==> config.mk <==
export PLATFORM = sky130hd
export DESIGN_NAME = pll_cfg_writer_flat
export DESIGN_NICKNAME = d
export VERILOG_FILES = /design/src/rtl/pll_cfg_writer_pkg.sv /design/src/rtl/pll_cfg_writer_if.sv /design/src/rtl/pll_cfg_writer_timer.sv /design/src/rtl/pll_cfg_writer.sv /design/src/flat_wrapper.sv
export SDC_FILE = /design/constraint.sdc
export NUM_CORES = 1
export LEC_CHECK = 0
export CORE_ASPECT_RATIO = 0.5
export CORE_MARGIN = 2
export CORE_UTILIZATION = 51
export CTS_BUF_LIST = sky130_fd_sc_hd__clkbuf_16
export CTS_CLUSTER_DIAMETER = 50
export DETAILED_ROUTE_END_ITERATION = 7
export PLACE_DENSITY = 0.86
export REMOVE_ABC_BUFFERS = 1
export SLEW_MARGIN = 10
export SYNTH_ARGS = -nofsm -noshare
export SYNTH_HDL_FRONTEND = slang
export SYNTH_SLANG_ARGS = --single-unit
==> constraint.sdc <==
create_clock -name clock -period 2.5 [get_ports clock]
set_input_delay 0.375 -clock clock [delete_from_list [all_inputs] [get_ports clock]]
set_output_delay 0.375 -clock clock [all_outputs]
set_load 0.03 [all_outputs]
==> src/rtl/pll_cfg_writer_pkg.sv <==
// -----------------------------------------------------------------------------
// pll_cfg_pkg
// Shared definitions for the PLL configuration writer: bus widths, the divider
// value driven out of reset, the sequencer state encoding and the captured
// configuration record.
// -----------------------------------------------------------------------------
package pll_cfg_pkg;

  localparam int DIV_W  = 5;
  localparam int TRIM_W = 26;

  localparam logic [DIV_W-1:0] RESET_DIV = 5'd4;

  typedef enum logic [2:0] {
    IDLE,
    QUIESCE,
    LOAD,
    SETTLE,
    LOCK
  } state_t;

  // One host request as captured on the handshake.
  typedef struct packed {
    logic              enable;
    logic              dco;
    logic [DIV_W-1:0]  div;
    logic [TRIM_W-1:0] trim;
  } cfg_t;

endpackage

==> src/rtl/pll_cfg_writer_if.sv <==
// -----------------------------------------------------------------------------
// pll_cfg_writer_if
// Host-side request channel of the PLL configuration writer.
//   req_valid/req_ready   valid/ready handshake, one config word per transfer
//   req_div/req_trim      requested divider / external trim
//   req_dco               requested dco mode (1 = external trim)
//   req_enable            re-enable the oscillator after loading
//   busy                  sequence in progress
//   done                  one-cycle pulse when a sequence completes
// master = host, slave = writer.
// -----------------------------------------------------------------------------
import pll_cfg_pkg::*;

interface pll_cfg_writer_if;

  logic              req_valid;
  logic              req_ready;
  logic [DIV_W-1:0]  req_div;
  logic [TRIM_W-1:0] req_trim;
  logic              req_dco;
  logic              req_enable;
  logic              busy;
  logic              done;

  modport master (
    output req_valid, req_div, req_trim, req_dco, req_enable,
    input  req_ready, busy, done
  );

  modport slave (
    input  req_valid, req_div, req_trim, req_dco, req_enable,
    output req_ready, busy, done
  );

endinterface

==> src/rtl/pll_cfg_writer_timer.sv <==
// -----------------------------------------------------------------------------
// pll_cfg_timer
// Loadable down-counter used to time the quiesce, load and lock intervals.
//   clock   rising-edge clock
//   resetb  asynchronous active-low reset (count clears to 0)
//   load    load strobe; takes priority over counting
//   value   value loaded when load is high
//   zero    high while the count is 0
// The count saturates at 0 rather than wrapping.
// -----------------------------------------------------------------------------
module pll_cfg_timer #(
  parameter int CNT_W = 16
) (
  input  logic             clock,
  input  logic             resetb,
  input  logic             load,
  input  logic [CNT_W-1:0] value,
  output logic             zero
);

  logic [CNT_W-1:0] count;

  // NOTE: registers are written with <= so every flop samples pre-edge values.
  always_ff @(posedge clock or negedge resetb) begin
    if (!resetb) begin
      count <= '0;
    end else if (load) begin
      count <= value;
    end else if (count != '0) begin
      count <= count - CNT_W'(1);
    end
  end

  assign zero = (count == '0);

endmodule

==> src/rtl/pll_cfg_writer.sv <==
// -----------------------------------------------------------------------------
// pll_cfg_writer
// Configuration master for the digital PLL. Accepts one configuration word per
// handshake and applies it glitch-safely: hold the oscillator disabled, load
// the new divider/trim/dco, let them settle, optionally re-enable and wait for
// lock, then pulse done.
//   clock         reference oscillator clock (always-on domain)
//   resetb        asynchronous active-low reset
//   host          request channel (slave side)
//   pll_enable    PLL enable
//   pll_dco       PLL dco mode select
//   pll_div       PLL divider
//   pll_ext_trim  PLL external trim
// pll_div/pll_ext_trim/pll_dco only change while pll_enable is low.
// -----------------------------------------------------------------------------
import pll_cfg_pkg::*;

module pll_cfg_writer #(
  parameter int QUIESCE_CYC = 8,
  parameter int LOAD_CYC    = 4,
  parameter int LOCK_CYC    = 64,
  parameter int CNT_W       = 16
) (
  input  logic               clock,
  input  logic               resetb,
  pll_cfg_writer_if.slave    host,
  output logic               pll_enable,
  output logic               pll_dco,
  output logic [DIV_W-1:0]   pll_div,
  output logic [TRIM_W-1:0]  pll_ext_trim
);

  state_t           state;
  cfg_t             cap;
  logic             done_q;
  logic             xfer;
  logic             timer_load;
  logic [CNT_W-1:0] timer_value;
  logic             timer_zero;

  // Ready is a pure decode of the state register, never of req_valid.
  assign host.req_ready = (state == IDLE);
  assign host.busy      = (state != IDLE);
  assign host.done      = done_q;
  assign xfer           = host.req_valid && (state == IDLE);

  // Timer reload points: entering QUIESCE, SETTLE and LOCK.
  // NOTE: every combinational output gets a default first so no latch is inferred.
  always_comb begin
    timer_load  = 1'b0;
    timer_value = '0;
    case (state)
      IDLE: begin
        if (xfer) begin
          timer_load  = 1'b1;
          timer_value = CNT_W'(QUIESCE_CYC - 1);
        end
      end
      LOAD: begin
        timer_load  = 1'b1;
        timer_value = CNT_W'(LOAD_CYC - 1);
      end
      SETTLE: begin
        if (timer_zero && cap.enable) begin
          timer_load  = 1'b1;
          timer_value = CNT_W'(LOCK_CYC - 1);
        end
      end
      default: ;
    endcase
  end

  pll_cfg_timer #(.CNT_W(CNT_W)) u_timer (
    .clock  (clock),
    .resetb (resetb),
    .load   (timer_load),
    .value  (timer_value),
    .zero   (timer_zero)
  );

  always_ff @(posedge clock or negedge resetb) begin
    if (!resetb) begin
      state        <= IDLE;
      cap          <= '0;
      done_q       <= 1'b0;
      pll_enable   <= 1'b0;
      pll_dco      <= 1'b0;
      pll_div      <= RESET_DIV;
      pll_ext_trim <= '0;
    end else begin
      done_q <= 1'b0;
      case (state)
        IDLE: begin
          if (xfer) begin
            cap <= '{enable: host.req_enable, dco: host.req_dco,
                     div: host.req_div, trim: host.req_trim};
            // Dropped even if already low: every request runs the full sequence.
            pll_enable <= 1'b0;
            state      <= QUIESCE;
          end
        end
        QUIESCE: begin
          if (timer_zero) state <= LOAD;
        end
        LOAD: begin
          pll_div      <= cap.div;
          pll_ext_trim <= cap.trim;
          pll_dco      <= cap.dco;
          state        <= SETTLE;
        end
        SETTLE: begin
          if (timer_zero) begin
            if (cap.enable) begin
              pll_enable <= 1'b1;
              state      <= LOCK;
            end else begin
              done_q <= 1'b1;
              state  <= IDLE;
            end
          end
        end
        LOCK: begin
          if (timer_zero) begin
            done_q <= 1'b1;
            state  <= IDLE;
          end
        end
        default: state <= IDLE;
      endcase
    end
  end

endmodule

==> src/flat_wrapper.sv <==
// flat-port wrapper written by rule: the top's interface ports become plain ports
module pll_cfg_writer_flat 
#(
  parameter int QUIESCE_CYC = 8,
  parameter int LOAD_CYC    = 4,
  parameter int LOCK_CYC    = 64,
  parameter int CNT_W       = 16
)
  (clock, resetb, pll_enable, pll_dco, pll_div, pll_ext_trim, host_req_valid, host_req_div, host_req_trim, host_req_dco, host_req_enable, host_req_ready, host_busy, host_done);
  pll_cfg_writer_if host_i ();
  input  logic clock;
  input  logic resetb;
  output logic pll_enable;
  output logic pll_dco;
  output logic [DIV_W-1:0] pll_div;
  output logic [TRIM_W-1:0] pll_ext_trim;
  input wire logic [$bits(host_i.req_valid)-1:0] host_req_valid;
  input wire logic [$bits(host_i.req_div)-1:0] host_req_div;
  input wire logic [$bits(host_i.req_trim)-1:0] host_req_trim;
  input wire logic [$bits(host_i.req_dco)-1:0] host_req_dco;
  input wire logic [$bits(host_i.req_enable)-1:0] host_req_enable;
  output wire logic [$bits(host_i.req_ready)-1:0] host_req_ready;
  output wire logic [$bits(host_i.busy)-1:0] host_busy;
  output wire logic [$bits(host_i.done)-1:0] host_done;
  assign host_i.req_valid = host_req_valid;
  assign host_i.req_div = host_req_div;
  assign host_i.req_trim = host_req_trim;
  assign host_i.req_dco = host_req_dco;
  assign host_i.req_enable = host_req_enable;
  assign host_req_ready = host_i.req_ready;
  assign host_busy = host_i.busy;
  assign host_done = host_i.done;
  pll_cfg_writer #(.QUIESCE_CYC(QUIESCE_CYC), .LOAD_CYC(LOAD_CYC), .LOCK_CYC(LOCK_CYC), .CNT_W(CNT_W)) u_core (.clock(clock), .resetb(resetb), .host(host_i), .pll_enable(pll_enable), .pll_dco(pll_dco), .pll_div(pll_div), .pll_ext_trim(pll_ext_trim));
endmodule
* Word level (Yosys, flattened, before mapping)
Index checks and enable logic that the tools add are counted.
Widths: inputs -> output; s select.
** Operators by class
- Reduce and logical (&&, ||, !) cells :: 11
- Eq/ne operators :: 9
- Muxes and demuxes :: 22
- Add/sub/neg operators :: 1
** Operators by type and width (number)
- $pmux 16 s3 :: 1
- $mux 16 :: 2
- $mux 3 :: 6
- $logic_not 16->1 :: 1
- $reduce_bool 16->1 :: 1
- $sub 16x1->16 const B :: 1
- $pmux 3 s5 :: 1
- $ne 2x1->1 const B :: 5
- $mux 1 :: 8
- $reduce_and 4->1 :: 2
- $eq 3x2->1 const B :: 2
- $mux 6 :: 1
- $pmux 1 s2 :: 2
- $reduce_bool 2->1 :: 2
- $eq 3x1->1 const B :: 1
- $eq 3x3->1 const B :: 1
- $logic_not 3->1 :: 1
- $pmux 1 s3 :: 1
- $reduce_bool 3->1 :: 1
- $logic_and 1x1->1 :: 2
- $reduce_and 2->1 :: 1
** Storage, ports and cells
- Output and inout bits :: 36
- Flip-flop bits (word level) :: 86
- Logic and storage cells :: 54

* Longest topological paths before layout
Gate-level depths: netlist of run 1.
- Depth after elaboration :: 5
- Mapped depth :: 7

* Modules after synthesis
From an unflattened synthesis of run 1, not the netlist that was laid out.
** Second synthesis, totals
- Cell total of the unflattened synthesis :: 271
- Area, all modules :: 3737.3 µm²
** By module, submodules not included
- pll_cfg_writer :: cells each 167, instances 1, area each 2731.4 µm²
- pll_cfg_timer :: cells each 104, instances 1, area each 1006.0 µm²

* Worst setup path after synthesis of run 1
OpenSTA, ideal clock, no wires.
- Path type :: register -> output
- From :: reg u_core.state[2]
- To :: out host_busy
- Stages on the path, launching flop included :: 4
- Arrival :: 1.652 ns
- Slack :: 0.473 ns
- Data required time :: 2.125 ns
- Cell sequence :: dfrtp_1 > clkbuf_1 > nor3_1 > inv_1
** On the way
- Word-level cells in the longest chain between the ends :: 1
** RTL lines
- from (decl) :: line pll_cfg_writer.sv:33 : state_t state;
- from (signal assigned) :: line pll_cfg_writer.sv:83 : state <= IDLE;
- from (signal assigned) :: line pll_cfg_writer.sv:99 : state <= QUIESCE;
- from (signal assigned) :: line pll_cfg_writer.sv:103 : if (timer_zero) state <= LOAD;
- $reduce_bool 3->1 :: line pll_cfg_writer.sv:43 : assign host.busy = (state != IDLE);
- to (decl) :: line flat_wrapper.sv:23 : output wire logic [$bits(host_i.busy)-1:0] host_busy;
Every way passes these cells.

* Worst setup path in the final report of run 1
- From :: reg u_core.state[2]
- To :: out host_req_ready
** On the way
- Word-level cells in the longest chain between the ends :: 1
** RTL lines
- $logic_not 3->1 :: line pll_cfg_writer.sv:42 : assign host.req_ready = (state == IDLE);
- to (decl) :: line flat_wrapper.sv:22 : output wire logic [$bits(host_i.req_ready)-1:0] host_req_ready;
Every way passes these cells.

==> results.sh, run 1 <==
export IMPL_synth_seq_area_share=0.599
export IMPL_yosys_warnings=0
export IMPL_clk_latency_ns=0.33
export IMPL_r2r_end="u_core.u_timer.count[13]"
export IMPL_viasPerCell=5.43
export IMPL_synthArstFlopShare=1.00
export IMPL_r2r_start="u_core.u_timer.count[6]"
export IMPL_drt_first_pass_iters=4
export IMPL_hold_path_class="input port to asynchronous set/reset pin"
export IMPL_grt_max_degree=45
export IMPL_path_max_fanout=7
export IMPL_drc=0
export IMPL_via_count=2357
export IMPL_gr_usage_all_layers=0.215
export IMPL_antenna_left=0
export IMPL_tritoncts="built"
export IMPL_rsz0062_at_grt="no"
export IMPL_cp_data_required_time_ns=2.12
export IMPL_start_kind="register"
export IMPL_place_gp_congestion=0.802
export IMPL_synth_avg_cell_area_um2=13.8
export IMPL_max_slew_margin=0.572
export IMPL_utilization=0.694
export IMPL_grt_pass1_vias=2512
export IMPL_numCtsBuffers=9
export IMPL_antenna_cells=0
export IMPL_fmax_mhz=462
export IMPL_r2r_slack_ns=0.49
export IMPL_grt_pass1_wl_um=12800
export IMPL_final_min_clock_period_ns=2.17
export IMPL_max_cap_violations=0
export IMPL_die_area_um2=7770
export IMPL_cts_buffer_depth=2
export IMPL_hpwl_um=5000
export IMPL_wire_per_inst_um=17.2
export IMPL_io_pins=72
export IMPL_period_share=0.866
export IMPL_p_total_mw=5.33
export IMPL_die_w_um=123
export IMPL_totalWireLength_um=7470
export IMPL_grt_overflow_total=0
export IMPL_placed_cell_area_um2=4430
export IMPL_die_h_um=63.3
export IMPL_ir_drop_mv=0.656
export IMPL_setup_viol_count_final=0
export IMPL_initial_core_util=0.532
export IMPL_worst_pin_slew_ns=0.637
export IMPL_setup_ws_ns=0.334
export IMPL_hold_viol=0
export IMPL_final_cells=434
export IMPL_critPathSlowestCell="clkdlybuf4s50_1"
export IMPL_postSynthCellCount=260
export IMPL_leakagePower_nw=2.05
export IMPL_tns_ns=0
export IMPL_hold_ws_ns=0.0333
export IMPL_syn_cell_area_um2=3590
export IMPL_clock_skew_ns=0.00586
export IMPL_drt_iter0_drc=204
export IMPL_cp_arrival_ns=1.79
export IMPL_ctsHoldBuffers=0
export IMPL_h_tree_depth=3
export IMPL_setup_worst_path_class="register to primary output"
export IMPL_final_layout_size_suffix_gt1_frac=0.281
export IMPL_portBuffers=71
export IMPL_reg2regPathDepth=4
export IMPL_status="complete, no violations"
export IMPL_place_ws_ns=0.492
export IMPL_path_buf_inv=1
export IMPL_powerDensity_nw_per_um2=1140
export IMPL_yosysUniqueCellTypes=40
export IMPL_crit_chain="nor3_1 -> clkdlybuf4s50_1"
export IMPL_finalMaxSlewViolations=0
export IMPL_antenna_found_initial=0
export IMPL_path_delay_family="buffers and inverters"
export IMPL_end_kind="primary output"
export IMPL_ys_flop_type="dfrtp_1"
export IMPL_core_area_um2=6750
export IMPL_slowest_delay_ns=0.71
export IMPL_ctsResizeCount=0
export IMPL_core_rowCount=21
export IMPL_fin_nets=375
export IMPL_area_growth_pct=30.4
export IMPL_num_fill_cells=463
export IMPL_ys_ff_latch=86
export IMPL_final_area_um2=4680
export IMPL_dp_cells=419
export IMPL_postCtsSetupBuffers=0
export IMPL_synth_enable_flop_cells=0
export IMPL_clk_pin_slew_ns=0.06
export IMPL_clock_sinks=86
export IMPL_clockRootBuffer="clkbuf_16"
cell usage after synthesis (2+ instances only):
master / number / area [um^2]
dfrtp_1: 85 / 2130
mux2_2: 65 / 732
a21oi_1: 12 / 60.1
o21ai_0: 11 / 55.1
nor2_1: 9 / 33.8
buf_2: 7 / 35.0
inv_1: 6 / 22.5
nand2_1: 6 / 22.5
nor3_1: 5 / 25.0
nand3_1: 4 / 20.0
nand4_1: 4 / 25.0
or3_1: 4 / 25.0
or4_1: 4 / 30.0
xnor2_1: 4 / 35.0
clkbuf_1: 2 / 7.51
mux2i_1: 2 / 20.0
nor3b_1: 2 / 15.0
nor4_4: 2 / 42.5
o31ai_1: 2 / 15.0
o41ai_1: 2 / 17.5
or2_2: 2 / 12.5
or4b_1: 2 / 20.0
routing by layer:
layer  global-route usage  part of all wire  up-vias  wire length (um)
met5                    0                 0        -                 0
met1                0.268              0.41     1212              3080
met2                0.371              0.55       36              4080
met4               0.0790             0.017        0               126
li1                     -                 -     1095                 -
met3               0.0453             0.025       14               188
worst max-delay path by stage:
stage                                          to  cells past startpoint                     start  slack (ns)
after floorplan           u_core.u_timer.count[1]                      4           u_core.state[2]       -0.12
after global placement             u_core.cap[26]                      4            host_req_valid        0.59
after detailed placement  u_core.u_timer.count[1]                      4  u_core.u_timer.count[13]        0.49
after CTS                          host_req_ready                      2           u_core.state[2]        0.31
after global routing               host_req_ready                      2           u_core.state[2]        0.22
final                              host_req_ready                      2           u_core.state[2]        0.33
flip-flops by register name, indices dropped and copies added, names as in the netlist:
name	count
u_core.pll_div	5
u_core.pll_enable	1
u_core.cap	33
u_core.u_timer.count	16
u_core.pll_ext_trim	26
u_core.pll_dco	1
u_core.host.done	1
u_core.state	3
placed cells by master (no fill, tap or decap), types with 2 or more instances in the layout:
cell,n
or4b_1,2
or4_1,4
xnor2_1,4
nor3b_1,2
o41ai_1,2
mux2i_1,2
nor2_1,9
clkinvlp_4,3
or3_1,4
o31ai_1,2
clkdlybuf4s50_1,70
a21oi_1,12
clkbuf_16,9
nor3_1,5
buf_4,6
nor4_4,2
dfrtp_1,85
inv_1,9
mux2_2,65
nand2_1,6
nand4_1,4
or2_2,2
o21ai_0,11
nand3_1,4
kinds of logic (layout without fill, tap and decap cells):
family | count (synthesis) | after routing | share of synthesized area
AOI/OAI and AO/OA | 28 | 28 | 0.0425
xor gates and xnor gates | 5 | 5 | 0.0122
buffers and inverters | 16 | 98 | 0.0212
adders and majority gates | 1 | 1 | 0.00348
DFF | 86 | 86 | 0.599
muxes | 67 | 67 | 0.209
and+or+nand+nor | 57 | 57 | 0.112
power by group:
part	total [mW]	internal, mW	switching (mW)
clock network	1.16	0.656	0.508
registers	2.37	1.95	0.428
logic	1.79	0.903	0.887
worst register-to-register path, stage by stage (launching register included):
cell and delay, ns:
dfrtp_1 0.47, nor4_4 0.55, nand4_2 0.22, or4_1 0.53, a21oi_1 0.16
final cells by class:
type                            count  area, um^2  area share
Sequential cell                    86        2150       0.460
Multi-Input combinational cell    158        1370       0.292
Timing Repair Buffer               77         766       0.163
Clock buffer                        9         225      0.0481
Tap cell                           92         115      0.0246
Clock inverter                      6        33.8     0.00721
Inverter                            6        22.5     0.00481
Note: power is estimated with default switching activity, not from simulation.
==> run 2, diff against run 1 <==
--- a/config.mk
+++ b/config.mk
@@ -12,7 +12,6 @@
 export CTS_CLUSTER_DIAMETER = 50
 export DETAILED_ROUTE_END_ITERATION = 7
 export PLACE_DENSITY = 0.86
-export REMOVE_ABC_BUFFERS = 1
 export SLEW_MARGIN = 10
 export SYNTH_ARGS = -nofsm -noshare
 export SYNTH_HDL_FRONTEND = slang
==> run 2 against run 1 <==
  * Sequential cell count unchanged
  * Worst hold slack improved by 0.0033 ns
  * Largest cell class unchanged
  * Setup slack lost 0.11 ns
  * Die area unchanged
  * Sequential share of layout area fell by 0.91 points
  * Register-to-register slack lost 0.06 ns
  * Highest routed layer unchanged
  * Combinational power rose by 2%
  * Global-route usage up 1.0 points
  * First-iteration DRC count decreased by 31%
==> results.sh, run 2 (synthesized netlist as in run 1, its figures left out) <==
export IMPL_antenna_found_initial=0
export IMPL_via_count=2461
export IMPL_path_max_fanout=7
export IMPL_place_ws_ns=0.507
export IMPL_ir_drop_mv=0.599
export IMPL_initial_core_util=0.532
export IMPL_max_slew_margin=0.617
export IMPL_status="complete, no violations"
export IMPL_antenna_cells=0
export IMPL_finalMaxSlewViolations=0
export IMPL_cts_buffer_depth=2
export IMPL_final_cells=438
export IMPL_core_rowCount=21
export IMPL_syn_nets=297
export IMPL_largest_reg_flops=33
export IMPL_totalWireLength_um=7810
export IMPL_hpwl_um=5160
export IMPL_place_gp_congestion=0.850
export IMPL_endpoint="host_req_ready"
export IMPL_clk_pin_slew_ns=0.06
export IMPL_utilization=0.708
export IMPL_r2r_start="u_core.u_timer.count[6]"
export IMPL_period_share=0.910
export IMPL_die_area_um2=7770
export IMPL_fmax_mhz=440
export IMPL_cp_arrival_ns=1.90
export IMPL_hold_viol=0
export IMPL_num_fill_cells=428
export IMPL_drt_first_pass_iters=4
export IMPL_clock_skew_ns=0.00596
export IMPL_hold_ws_ns=0.0365
export IMPL_antenna_left=0
export IMPL_powerDensity_nw_per_um2=1200
export IMPL_final_area_um2=4780
export IMPL_leakagePower_nw=2.10
export IMPL_setup_viol_count_final=0
export IMPL_start_kind="register"
export IMPL_io_pins=72
export IMPL_fin_nets=378
export IMPL_tns_ns=0
export IMPL_use_met2=0.389
export IMPL_setup_worst_path_start="u_core.state[2]"
export IMPL_gr_usage_all_layers=0.225
export IMPL_h_tree_depth=3
export IMPL_clock_sinks=86
export IMPL_drc=0
export IMPL_drt_iter0_drc=141
export IMPL_reg2regPathDepth=4
export IMPL_grt_pass1_wl_um=13200
export IMPL_rsz0062_at_grt="no"
export IMPL_ctsHoldBuffers=0
export IMPL_grt_use_met1=0.258
export IMPL_top_register="u_core.cap"
export IMPL_final_min_clock_period_ns=2.27
export IMPL_die_w_um=123
export IMPL_top_regs="u_core.cap: 33 flops, u_core.pll_ext_trim: 26 flops, u_core.u_timer.count: 16 flops"
export IMPL_r2r_slack_ns=0.43
export IMPL_worst_pin_slew_ns=0.575
export IMPL_end_kind="primary output"
export IMPL_setup_worst_path_class="register to primary output"
export IMPL_r2r_end="u_core.u_timer.count[13]"
export IMPL_ctsResizeCount=0
export IMPL_portBuffers=71
export IMPL_grt_max_degree=46
export IMPL_final_common_cell="dfrtp_1"
export IMPL_die_h_um=63.3
export IMPL_core_area_um2=6750
export IMPL_placed_cell_area_um2=4440
export IMPL_clk_latency_ns=0.34
export IMPL_max_cap_violations=0
export IMPL_wire_per_inst_um=17.8
export IMPL_final_cell_mix="dfrtp_1 (85), clkdlybuf4s50_1 (70), mux2_2 (65)"
export IMPL_hold_path_class="input port to asynchronous set/reset pin"
export IMPL_numCtsBuffers=9
export IMPL_area_growth_pct=33.1
export IMPL_clockRootBuffer="clkbuf_16"
export IMPL_grt_pass1_vias=2655
export IMPL_tritoncts="built"
export IMPL_grt_overflow_total=0
export IMPL_use_met3=0.0580
export IMPL_postCtsSetupBuffers=0
export IMPL_top_usage_layer="met2"
export IMPL_viasPerCell=5.62
export IMPL_setup_ws_ns=0.225
export IMPL_final_layout_size_suffix_gt1_frac=0.295
export IMPL_cp_data_required_time_ns=2.12
export IMPL_dp_cells=422
export IMPL_p_total_mw=5.74
## run 2: worst min-delay path by stage
stage	from	slack, ns	to
floorplan	resetb	0.08	u_core.cap[0]
CTS	resetb	0.05	u_core.pll_ext_trim[0]
global route	resetb	0.08	u_core.cap[5]
finish	resetb	0.04	u_core.pll_ext_trim[0]
global placement	resetb	0.40	u_core.cap[27]
detailed placement	resetb	0.42	u_core.cap[8]
## run 2: layer usage
metal | wire length (um) | share of wire
met2 | 4190 | 0.54
met4 | 225 | 0.029
met5 | 0 | 0
met3 | 315 | 0.040
met1 | 3080 | 0.39
## run 2: power breakdown
part	internal [mW]	switching, mW
clock	0.979	0.545
sequential	1.95	0.441
combinational	0.924	0.905
## run 2: final cells by class
class / count / area (um^2) / share of cell area
repair buffers: 80 / 776 / 0.162
well taps: 92 / 115 / 0.0241
multi-input cells: 158 / 1370 / 0.286
inverters: 6 / 22.5 / 0.00471
clock inverters: 7 / 119 / 0.0249
flip-flops and latches: 86 / 2150 / 0.451
clock buffers: 9 / 225 / 0.0471
## run 2: worst max-delay path, stage by stage (launching register included)
cell and delay, ns:
dfrtp_1 0.49, nor3_1 0.34, clkdlybuf4s50_1 0.73
==> run 3, diff against run 2 <==
--- a/config.mk
+++ b/config.mk
@@ -11,7 +11,7 @@
 export CTS_BUF_LIST = sky130_fd_sc_hd__clkbuf_16
 export CTS_CLUSTER_DIAMETER = 50
 export DETAILED_ROUTE_END_ITERATION = 7
-export PLACE_DENSITY = 0.86
+export PLACE_DENSITY = 0.88
 export SLEW_MARGIN = 10
 export SYNTH_ARGS = -nofsm -noshare
 export SYNTH_HDL_FRONTEND = slang
==> run 3 against run 2 <==
  * Sequential share of layout area up 0.74 points
  * Sequential power about the same
  * Sequential cell count unchanged
  * Critical path depth unchanged
  * Via count down 2.9%
  * Routed wire length down 0.96%
==> results.sh, run 3 (synthesized netlist as in run 1, its figures left out) <==
export IMPL_tns_ns=0
export IMPL_drc=0
export IMPL_drt_first_pass_iters=4
export IMPL_rsz0062_at_grt="no"
export IMPL_fin_nets=373
export IMPL_syn_nets=297
export IMPL_h_tree_depth=3
export IMPL_hold_path_class="input port to asynchronous set/reset pin"
export IMPL_tritoncts="built"
export IMPL_antenna_cells=0
export IMPL_final_layout_size_suffix_gt1_frac=0.279
export IMPL_postCtsSetupBuffers=0
export IMPL_end_kind="primary output"
export IMPL_p_seq_frac=0.436
export IMPL_period_share=0.896
export IMPL_clock_sinks=86
export IMPL_clock_skew_ns=0.00612
export IMPL_powerDensity_nw_per_um2=1170
export IMPL_max_cap_violations=0
export IMPL_status="complete, no violations"
export IMPL_portBuffers=71
export IMPL_hold_ws_ns=0.0532
export IMPL_setup_viol_count_final=0
export IMPL_numCtsBuffers=9
export IMPL_combPwrFrac=0.330
export IMPL_cp_arrival_ns=1.86
export IMPL_p_switching_mw=1.87
export IMPL_num_fill_cells=431
export IMPL_start_kind="register"
export IMPL_io_pins=72
export IMPL_cell_internal_pwr_mw=3.62
export IMPL_setup_ws_ns=0.261
export IMPL_place_gp_congestion=0.825
export IMPL_final_cell_mix="dfrtp_1 (85), clkdlybuf4s50_1 (70), mux2_2 (65)"
export IMPL_area_growth_pct=30.9
export IMPL_clk_latency_ns=0.33
export IMPL_antenna_left=0
export IMPL_die_w_um=123
export IMPL_clk_pin_slew_ns=0.06
export IMPL_setup_worst_path_class="register to primary output"
export IMPL_cp_data_required_time_ns=2.12
export IMPL_top_register="u_core.cap"
export IMPL_layout_area_seq_um2=2150
export IMPL_core_area_um2=6750
export IMPL_path_max_fanout=7
export IMPL_cts_buffer_depth=2
export IMPL_clkPwrFrac=0.234
export IMPL_largest_reg_flops=33
export IMPL_fmax_mhz=447
export IMPL_totalWireLength_um=7740
export IMPL_hold_viol=0
export IMPL_viasPerCell=5.52
export IMPL_multi_input_area_um2=1370
export IMPL_drt_iter0_drc=140
export IMPL_wire_per_inst_um=17.9
export IMPL_clockRootBuffer="clkbuf_16"
export IMPL_die_area_um2=7770
export IMPL_final_common_cell="dfrtp_1"
export IMPL_core_rowCount=21
export IMPL_grt_max_degree=49
export IMPL_gr_usage_all_layers=0.220
export IMPL_finalMaxSlewViolations=0
export IMPL_switching_share=0.341
export IMPL_initial_core_util=0.532
export IMPL_ctsHoldBuffers=0
export IMPL_p_total_mw=5.49
export IMPL_ctsResizeCount=0
export IMPL_worst_pin_slew_ns=0.664
export IMPL_place_ws_ns=0.427
export IMPL_grt_pass1_wl_um=12900
export IMPL_via_count=2390
export IMPL_die_h_um=63.3
export IMPL_max_slew_margin=0.554
export IMPL_ir_drop_mv=0.529
export IMPL_grt_overflow_total=0
export IMPL_antenna_found_initial=0
export IMPL_grt_pass1_vias=2584
export IMPL_hpwl_um=5250
export IMPL_top_regs="u_core.cap: 33 flops, u_core.pll_ext_trim: 26 flops, u_core.u_timer.count: 16 flops"
export IMPL_final_min_clock_period_ns=2.24
export IMPL_leakagePower_nw=2.06
-- run 3: per-stage QoR --
stage	area [um^2]	std cells	util
finish	4700	433	0.696
floorplan	3590	260	-
global placement	4410	417	0.653
CTS	4700	433	0.696
global route	4700	433	0.696
detailed placement	4410	417	0.653
-- run 3: metal layers --
| metal | vias up | GRT usage | routed length (um) |
|---|---|---|---|
| met4 | 0 | 0.0862 | 170 |
| met3 | 15 | 0.0598 | 255 |
| li1 | 1102 | - | - |
| met2 | 51 | 0.383 | 4130 |
| met1 | 1222 | 0.259 | 3180 |
| met5 | - | 0 | 0 |
-- run 3: final cells by class --
class	count	share of cell area
clock buffers	9	0.0479
repair buffers	75	0.160
well taps	92	0.0245
clock inverters	7	0.0141
flip-flops and latches	86	0.458
multi-input cells	158	0.291
inverters	6	0.00479
-- run 3: power by group through the flow --
stage	logic (mW)	registers, mW	clock network, mW
CTS	1.82	2.39	1.30
finish	1.81	2.39	1.28
global placement	1.70	2.34	0
floorplan	0.883	2.60	0
global route	1.96	2.46	1.37
detailed placement	1.78	2.40	0
-- run 3: critical path: stages (launching register included) --
cell	delay (ns)
dfrtp_1	0.50
nor3_1	0.31
clkdlybuf4s50_1	0.72
-- run 3: worst paths after layout --
check / start / end / slack [ns] / cells after the start
worst min-delay path: resetb / u_core.cap[6] / 0.05 / 1
worst min register to register: u_core.cap[22] / u_core.pll_ext_trim[22] / 0.50 / 1
min in group clock: u_core.cap[22] / u_core.pll_ext_trim[22] / 0.50 / 1
max in group asynchronous: resetb / u_core.cap[21] / 1.83 / 2
worst max register to register: u_core.u_timer.count[12] / u_core.u_timer.count[1] / 0.42 / 4
worst max-delay path: u_core.state[2] / host_req_ready / 0.26 / 2
